$ cat src/rtl/bus_grant_scheduler.sv
// Two-master, three-slave serial ADS bus grant scheduler: round-robin arbitration,
// serial slave-select decode, slave-ready wait and one-hot route enables.
module bus_grant_scheduler #(
  parameter int unsigned SEL_BITS = 2,
  parameter int unsigned TIMEOUT  = 255
) (
  input  logic       clk,
  input  logic       reset,
  input  logic       m1_request,
  input  logic       m2_request,
  input  logic       m1_address,
  input  logic       m2_address,
  input  logic       m1_address_valid,
  input  logic       m2_address_valid,
  input  logic [2:0] s_ready,
  output logic       m1_available,
  output logic       m2_available,
  output logic       owner,
  output logic [1:0] slave_sel,
  output logic [2:0] route_en,
  output logic       timeout_err,
  output logic       decode_err,
  output logic [2:0] state
);

  typedef enum logic [2:0] {
    StIdle      = 3'd0,
    StAddr      = 3'd1,
    StWaitSlave = 3'd2,
    StConnect   = 3'd3,
    StRelease   = 3'd4
  } state_e;

  localparam int unsigned    CntW     = $clog2(SEL_BITS + 1);
  localparam logic [CntW-1:0] LastBit = CntW'(SEL_BITS - 1);
  localparam logic [7:0]     TmoLimit = 8'(TIMEOUT);

  state_e              state_q, state_d;
  logic                owner_q, owner_d;
  logic [1:0]          slave_sel_q, slave_sel_d;
  logic [2:0]          route_en_q, route_en_d;
  logic                timeout_err_q, timeout_err_d;
  logic                decode_err_q, decode_err_d;
  logic [SEL_BITS-1:0] shift_q, shift_d;
  logic [CntW-1:0]     bit_cnt_q, bit_cnt_d;
  logic [7:0]          tmo_q, tmo_d;

  logic                own_req, own_valid, own_addr;
  logic                tmo_hit, sel_ready;
  logic [7:0]          tmo_inc;
  logic [SEL_BITS-1:0] shift_in;
  logic [1:0]          sel_in;
  logic [2:0]          sel_onehot;

  assign own_req    = owner_q ? m2_request       : m1_request;
  assign own_valid  = owner_q ? m2_address_valid : m1_address_valid;
  assign own_addr   = owner_q ? m2_address       : m1_address;
  assign shift_in   = (shift_q << 1) | SEL_BITS'(own_addr);
  assign sel_in     = 2'(shift_in);
  // Code 11 shifts out of the 3-bit vector, so it can never look ready.
  assign sel_onehot = 3'b001 << slave_sel_q;
  assign sel_ready  = |(s_ready & sel_onehot);
  // Counter saturates; the limit is hit on the cycle the increment would reach TIMEOUT.
  assign tmo_inc    = (tmo_q == 8'hFF) ? tmo_q : tmo_q + 8'd1;
  assign tmo_hit    = (tmo_q >= TmoLimit - 8'd1);

  always_comb begin
    state_d       = state_q;
    owner_d       = owner_q;
    slave_sel_d   = slave_sel_q;
    route_en_d    = route_en_q;
    timeout_err_d = 1'b0;
    decode_err_d  = 1'b0;
    shift_d       = shift_q;
    bit_cnt_d     = bit_cnt_q;
    tmo_d         = tmo_q;
    unique case (state_q)
      StIdle: begin
        if (m1_request || m2_request) begin
          state_d   = StAddr;
          owner_d   = (m1_request && m2_request) ? ~owner_q : m2_request;
          shift_d   = '0;
          bit_cnt_d = '0;
          tmo_d     = '0;
        end
      end
      StAddr: begin
        if (!own_req) begin
          state_d = StRelease;
        end else if (own_valid) begin
          shift_d   = shift_in;
          bit_cnt_d = bit_cnt_q + CntW'(1);
          if (bit_cnt_q == LastBit) begin
            slave_sel_d = sel_in;
            if (sel_in == 2'b11) begin
              state_d      = StRelease;
              decode_err_d = 1'b1;
            end else begin
              state_d = StWaitSlave;
              tmo_d   = '0;
            end
          end
        end else begin
          tmo_d = tmo_inc;
          if (tmo_hit) begin
            state_d       = StRelease;
            timeout_err_d = 1'b1;
          end
        end
      end
      StWaitSlave: begin
        if (!own_req) begin
          state_d = StRelease;
        end else if (tmo_hit) begin
          tmo_d         = tmo_inc;
          state_d       = StRelease;
          timeout_err_d = 1'b1;
        end else if (sel_ready) begin
          state_d    = StConnect;
          route_en_d = sel_onehot;
        end else begin
          tmo_d = tmo_inc;
        end
      end
      StConnect: begin
        if (!own_req) begin
          state_d    = StRelease;
          route_en_d = '0;
        end
      end
      StRelease: begin
        state_d   = StIdle;
        bit_cnt_d = '0;
      end
      default: state_d = StIdle;
    endcase
  end

  always_ff @(posedge clk) begin
    if (!reset) begin
      state_q       <= StIdle;
      owner_q       <= 1'b1;
      slave_sel_q   <= '0;
      route_en_q    <= '0;
      timeout_err_q <= 1'b0;
      decode_err_q  <= 1'b0;
      shift_q       <= '0;
      bit_cnt_q     <= '0;
      tmo_q         <= '0;
    end else begin
      state_q       <= state_d;
      owner_q       <= owner_d;
      slave_sel_q   <= slave_sel_d;
      route_en_q    <= route_en_d;
      timeout_err_q <= timeout_err_d;
      decode_err_q  <= decode_err_d;
      shift_q       <= shift_d;
      bit_cnt_q     <= bit_cnt_d;
      tmo_q         <= tmo_d;
    end
  end

  logic granted;
  assign granted      = (state_q == StAddr) || (state_q == StWaitSlave) ||
                        (state_q == StConnect);
  assign m1_available = granted && !owner_q;
  assign m2_available = granted && owner_q;
  assign owner        = owner_q;
  assign slave_sel    = slave_sel_q;
  assign route_en     = route_en_q;
  assign timeout_err  = timeout_err_q;
  assign decode_err   = decode_err_q;
  assign state        = 3'(state_q);

endmodule

$ cat config.mk
export PLATFORM = sky130hd
export DESIGN_NAME = bus_grant_scheduler
export DESIGN_NICKNAME = d
export VERILOG_FILES = /design/src/rtl/bus_grant_scheduler.sv
export SDC_FILE = /design/constraint.sdc
export NUM_CORES = 1
export LEC_CHECK = 0
export ABC_AREA = 1
export CAP_MARGIN = 10
export CORE_UTILIZATION = 40
export DETAILED_ROUTE_END_ITERATION = 8
export PLACE_DENSITY = 0.68
export RECOVER_POWER = 50
export SLEW_MARGIN = 20
export SYNTH_ARGS = -nofsm -noshare
export SYNTH_HDL_FRONTEND = slang
export SYNTH_SLANG_ARGS = --single-unit
$ cat constraint.sdc
create_clock -name clk -period 3.5 [get_ports clk]
set_clock_uncertainty 0.2 [all_clocks]
set_input_delay 0.7 -clock clk [delete_from_list [all_inputs] [get_ports clk]]
set_output_delay 0.7 -clock clk [all_outputs]
set_load 0.03 [all_outputs]
==> reports/qor.yml, run 1 <==
placement:
  hpwlAfterDp_um: 2730
  place_ws_ns: 1.07
  io_buffer_count: 23
  place_congestion: 0.860
worst_setup_path:
  rr_worst_depth: 9
  start_kind: "flip-flop"
  crit_fanout: 7
  crit_arrival_ns: 1.78
  crit_type: "flip-flop to primary output"
  required_ns: 2.60
  rr_endpoint: "tmo_q[5]"
  crit_path_end_kind: "primary output"
  r2r_slack_ns: 1.55
  reg2reg_from: "state[2]"
min_path:
  min-delay-start: "bit_cnt_q[1]"
  min_to: "bit_cnt_q[1]"
  min_path_type: "flip-flop to flip-flop"
  holdPathStages: 2
global_route:
  grt_pass1_wl_um: 6280
  overflow: 0
  antenna_found_initial: 0
  track_usage_pct: 19.2
  first_global_vias: 1434
  grt_max_degree: 16
drt:
  wirelength_um: 3540
  wl_per_cell_um: 11.3
  first_pass_iters: 4
  wl_met1_um: 1800
  vias: 1562
  via_per_inst: 4.96
  met3WireLength_um: 74
  highest_layer: "met4"
  first_iter_violations: 70
  ant_nets: 0
  wl_met2_um: 1610
  drc: 0
clocking:
  cts_setup_buffers: 0
  htree_levels: 1
  cts_resized: 0
  cts-buffers-inserted: 3
  cts_hold_buf: 0
  clk_pin_slew_worst_paths_ns: 0.08
  clk-insertion-delay-late_ns: 0.27
  cts_root_buffer: "clkbuf_8"
  max-clock-path-buffers: 2
  clock_sinks: 22
  cts_tree: "done"
floorplanning:
  die_x_um: 64.4
  die_area_um2: 4150
  core_um2: 3690
  ios: 24
  fp.dieH_um: 64.4
  start_util_pct: 42.3
  fp-row-count: 22
sta:
  report.final.slew_viol_count: 0
  hold_ws_ns: 0.263
  worst-slew-pin-transition_ns: 0.524
  setup_viol: 0
  rsz0062_at_grt: "false"
  worst_slack_ns: 0.824
  fmax_ghz: 0.374
  relSlewSlack_pct: 65.0
  timing.final.crit_share_pct: 76.5
  period_minus_slack_ns: 2.68
  setup_tns_ns: 0
  hold_viol: 0
synthesis:
  ys_types: 28
  synth_top_area_cell: "dfxtp_1"
  synth.cell_area_um2: 1560
  ys_seq_area_share_pct: 28.3
  synth.top_cell.area_share_pct: 28.3
  synth_fp_nets: 256
  ys_ff_latch: 22
  postSynth.asyncResetShare_pct: 0
  netlist_instances: 242
  synth-edff-count: 0
  ys_top_cells_by_area: "dfxtp_1, nand2_1, inv_1, a21oi_1, nand3_1"
  avgSynthCellArea_um2: 6.44
  yosys_most_used_dff: "dfxtp_1"
  synth_warnings: 0
run_status:
  outcome: "finished, final reports clean"
power:
  power_leakage_nw: 0.784
  ir_worst_vdd_mv: 0.420
  total_power_mw: 1.12
  powerDensity_nw_per_um2: 601
cells_and_area:
  nets: 282
  antennaDiodeCount: 0
  utilization_pct: 50.7
  area_growth_pct: 20.1
  drive_gt1_share_pct: 11.6
flow_run:
  maxCapViolations: 0
-- critical path: stages, from the launching register on --
cell,delay (ns)
dfxtp_1,0.55
nor2_1,0.12
nor3_1,0.14
clkdlybuf4s50_1,0.69
-- layout by cell type (no fill, tap or decap), types with 3 or more instances in the layout --
cell type,instances
inv_1,26
inv_2,4
ha_1,3
nor2_2,4
nand3_1,19
dlygate4sd3_1,7
nand4_1,8
nor2_1,21
nor3_1,3
nand2_1,72
clkdlybuf4s50_1,16
nor2_4,3
clkbuf_8,4
a21oi_1,19
nand3b_1,3
dfxtp_1,22
o21ai_0,12
nand2_2,8
-- cells by family (layout without fill, tap and decap cells) --
logic type      Yosys count  count (layout)  synth area share, %
flops                    22              22                 28.3
compound gates           36              36                 13.5
xor+xnor                  2               2                 1.12
simple gates            147             147                 47.0
buf+inv                  32              57                 7.78
fa+ha+maj                 3               3                 2.41
-- flip-flops by register name, indices dropped and copies added (netlist names) --
register,flops
bit_cnt_q,2
decode_err,1
owner,1
route_en,3
shift_q,1
slave_sel,2
state,3
timeout_err,1
tmo_q,8
-- Yosys cell counts (2+ instances only) --
master / instances
nand2_1: 70
inv_1: 26
dfxtp_1: 22
nor2_1: 21
a21oi_1: 19
nand3_1: 19
o21ai_0: 11
nand2_2: 8
nand4_1: 8
inv_2: 4
nor2_2: 4
ha_1: 3
nand3b_1: 3
nor2_4: 3
nor3_1: 3
o21ai_2: 3
nand2_4: 2
nand3_2: 2
xnor2_1: 2
-- power by group --
part           internal (mW)  switching, mW  total, mW  leakage (nW)
clock                  0.101         0.0876      0.188        0.0288
combinational          0.204          0.393      0.597         0.577
sequential             0.285         0.0546      0.340         0.179
-- stage by stage --
step	cell area, µm²	cells
CTS	1900	315
floorplan	1560	242
global placement	1840	311
finish	1870	315
global route	1870	315
detailed placement	1840	311
-- layer usage --
metal / vias up / track usage [%]
met5: - / 0
met4: 0 / 8.61
met3: 5 / 2.46
met2: 18 / 31.2
met1: 698 / 25.2
li1: 841 / -
-- cell type report --
| cell class | count | area (µm²) |
|---|---|---|
| Fill cell | 387 | 1820 |
| Multi-Input combinational cell | 188 | 973 |
| Sequential cell | 22 | 440 |
| Timing Repair Buffer | 23 | 230 |
| Inverter | 30 | 113 |
| Tap cell | 48 | 60.1 |
| Clock buffer | 4 | 55.1 |
-- worst max-delay path by stage --
stage                    start            to  slack [ns]  cells past startpoint
finish                state[0]  m2_available        0.82                      3
detailed placement  m1_request   route_en[1]        1.07                      9
floorplan                owner  m2_available        1.11                      3
CTS                   state[0]  m1_available        0.81                      3
global placement    m1_request   route_en[1]        1.08                      9
global route          state[0]  m2_available        0.74                      3
No activity file was read; power rests on OpenSTA's default activity.
==> run 2, diff against run 1 <==
--- a/config.mk
+++ b/config.mk
@@ -9,7 +9,7 @@
 export CAP_MARGIN = 10
 export CORE_UTILIZATION = 40
 export DETAILED_ROUTE_END_ITERATION = 8
-export PLACE_DENSITY = 0.68
+export PLACE_DENSITY = 0.71
 export RECOVER_POWER = 50
 export SLEW_MARGIN = 20
 export SYNTH_ARGS = -nofsm -noshare
==> constraint.sdc (replaced) <==
create_clock -name clk -period 2.2 [get_ports clk]
set_clock_uncertainty 0.2 [all_clocks]
set_input_delay 0.44 -clock clk [delete_from_list [all_inputs] [get_ports clk]]
set_output_delay 0.44 -clock clk [all_outputs]
set_load 0.03 [all_outputs]
==> run 2 against run 1 <==
Power increased by 61%. Flip-flop and latch count did not move. Largest power group unchanged. Global-route usage increased by 0.47 points. Critical endpoint is now state[0].
==> reports/qor.yml, run 2 (synthesized netlist as in run 1, its figures left out) <==
sta:
  setup_viol: 0
  worst-slew-pin-transition_ns: 0.500
  relSlewSlack_pct: 66.4
  fmax_ghz: 0.481
  timing.final.crit_share_pct: 94.5
  period_minus_slack_ns: 2.08
  report.final.slew_viol_count: 0
  rsz0062_at_grt: "false"
  hold_viol: 0
placement:
  place_congestion: 0.855
  hpwlAfterDp_um: 2840
  post_dp_cell_area_um2: 1880
  io_buffer_count: 23
clocking:
  cts_root_buffer: "clkbuf_8"
  max-clock-path-buffers: 2
  htree_levels: 1
  clk-insertion-delay-late_ns: 0.27
  cts_setup_buffers: 0
  cts-buffers-inserted: 3
  cts_tree: "done"
  clk_pin_slew_worst_paths_ns: 0.08
  cts_hold_buf: 0
  cts_resized: 3
  clock_sinks: 22
power:
  powerDensity_nw_per_um2: 950
  total_power_mw: 1.81
  power_leakage_nw: 0.813
  ir_worst_vdd_mv: 0.873
drt:
  drc: 0
  wl_per_cell_um: 11.3
  highest_layer: "met4"
  first_pass_iters: 4
  ant_nets: 0
  via_per_inst: 5.00
  met3WireLength_um: 181
  first_iter_violations: 102
  vias: 1599
  wl_met1_um: 1710
  wl_met2_um: 1690
  wirelength_um: 3620
cells_and_area:
  antennaDiodeCount: 0
  drive_gt1_share_pct: 12.9
  utilization_pct: 51.7
  nets: 287
  final_common_cell: "nand2_1"
  fillerInstances: 410
  regMostFlops: "tmo_q"
  area_growth_pct: 22.3
  final_cell_mix: "nand2_1, inv_1, nor2_1, dfxtp_1, a21oi_1"
  largest_reg_flops: 8
  stdcell_area_um2: 1910
floorplanning:
  fp-row-count: 22
  ios: 24
  fp.dieH_um: 64.4
  core_um2: 3690
  die_x_um: 64.4
  die_area_um2: 4150
  start_util_pct: 42.3
flow_run:
  maxCapViolations: 0
global_route:
  grt_max_degree: 14
  track_usage_pct: 19.7
  overflow: 0
  antenna_found_initial: 0
  grt_pass1_wl_um: 6560
  first_global_vias: 1555
run_status:
  outcome: "finished, final reports clean"
worst_setup_path:
  crit_arrival_ns: 1.44
  required_ns: 1.56
  crit_fanout: 6
  crit_type: "flip-flop to primary output"
  crit_path_end_kind: "primary output"
  start_kind: "flip-flop"
min_path:
  min_path_type: "flip-flop to flip-flop"
## run 2: cell types whose count changed in the layout (fill, tap and decap cells not counted), moves of 2 or more
cell	change
nand2_4	+2
buf_4	+4
clkbuf_1	+2
dlygate4sd2_1	+3
clkdlybuf4s50_1	-4
## run 2: critical path: stages (launching register included)
cell and delay [ns]:
dfxtp_1 0.34, buf_4 0.16, clkdlybuf4s50_1 0.68
## run 2: routing by layer
layer	vias up	GRT usage [%]
met5	-	0
met3	6	3.70
met4	0	4.44
met2	40	33.9
met1	702	25.1
li1	851	-
## run 2: area by class of cell
cell class                      instances  area (µm²)  share of cell area, %
Sequential cell                        22         440                   23.1
Multi-Input combinational cell        188         985                   51.6
Inverter                               30         113                   5.91
Tap cell                               48        60.1                   3.15
Timing Repair Buffer                   28         254                   13.3
Clock buffer                            4        55.1                   2.89
## run 2: power breakdown
| group | internal [mW] | switching [mW] |
|---|---|---|
| registers | 0.454 | 0.0539 |
| clock network | 0.160 | 0.136 |
| logic | 0.332 | 0.676 |
| total | 0.946 | 0.866 |
## run 2: worst paths after layout
kind / start / end / slack, ns / depth (start not counted)
hold / removal: bit_cnt_q[1] / bit_cnt_q[1] / 0.26 / 2
setup reg to reg: state[1] / tmo_q[4] / 0.20 / 8
setup / recovery: state[0] / state[0] / 0.12 / 2
hold reg to reg: bit_cnt_q[1] / bit_cnt_q[1] / 0.26 / 2
## run 2: metrics by stage
step	hold WS, ns	setup TNS [ns]	cells	setup slack, ns
after global routing	0.281	0	320	0.0454
after floorplan	0.233	0	242	0.0726
after CTS	0.262	0	320	0.0325
final	0.258	0	320	0.120
after global placement	0.252	-0.00435	316	-0.00288
after detailed placement	0.250	0	316	0.0270
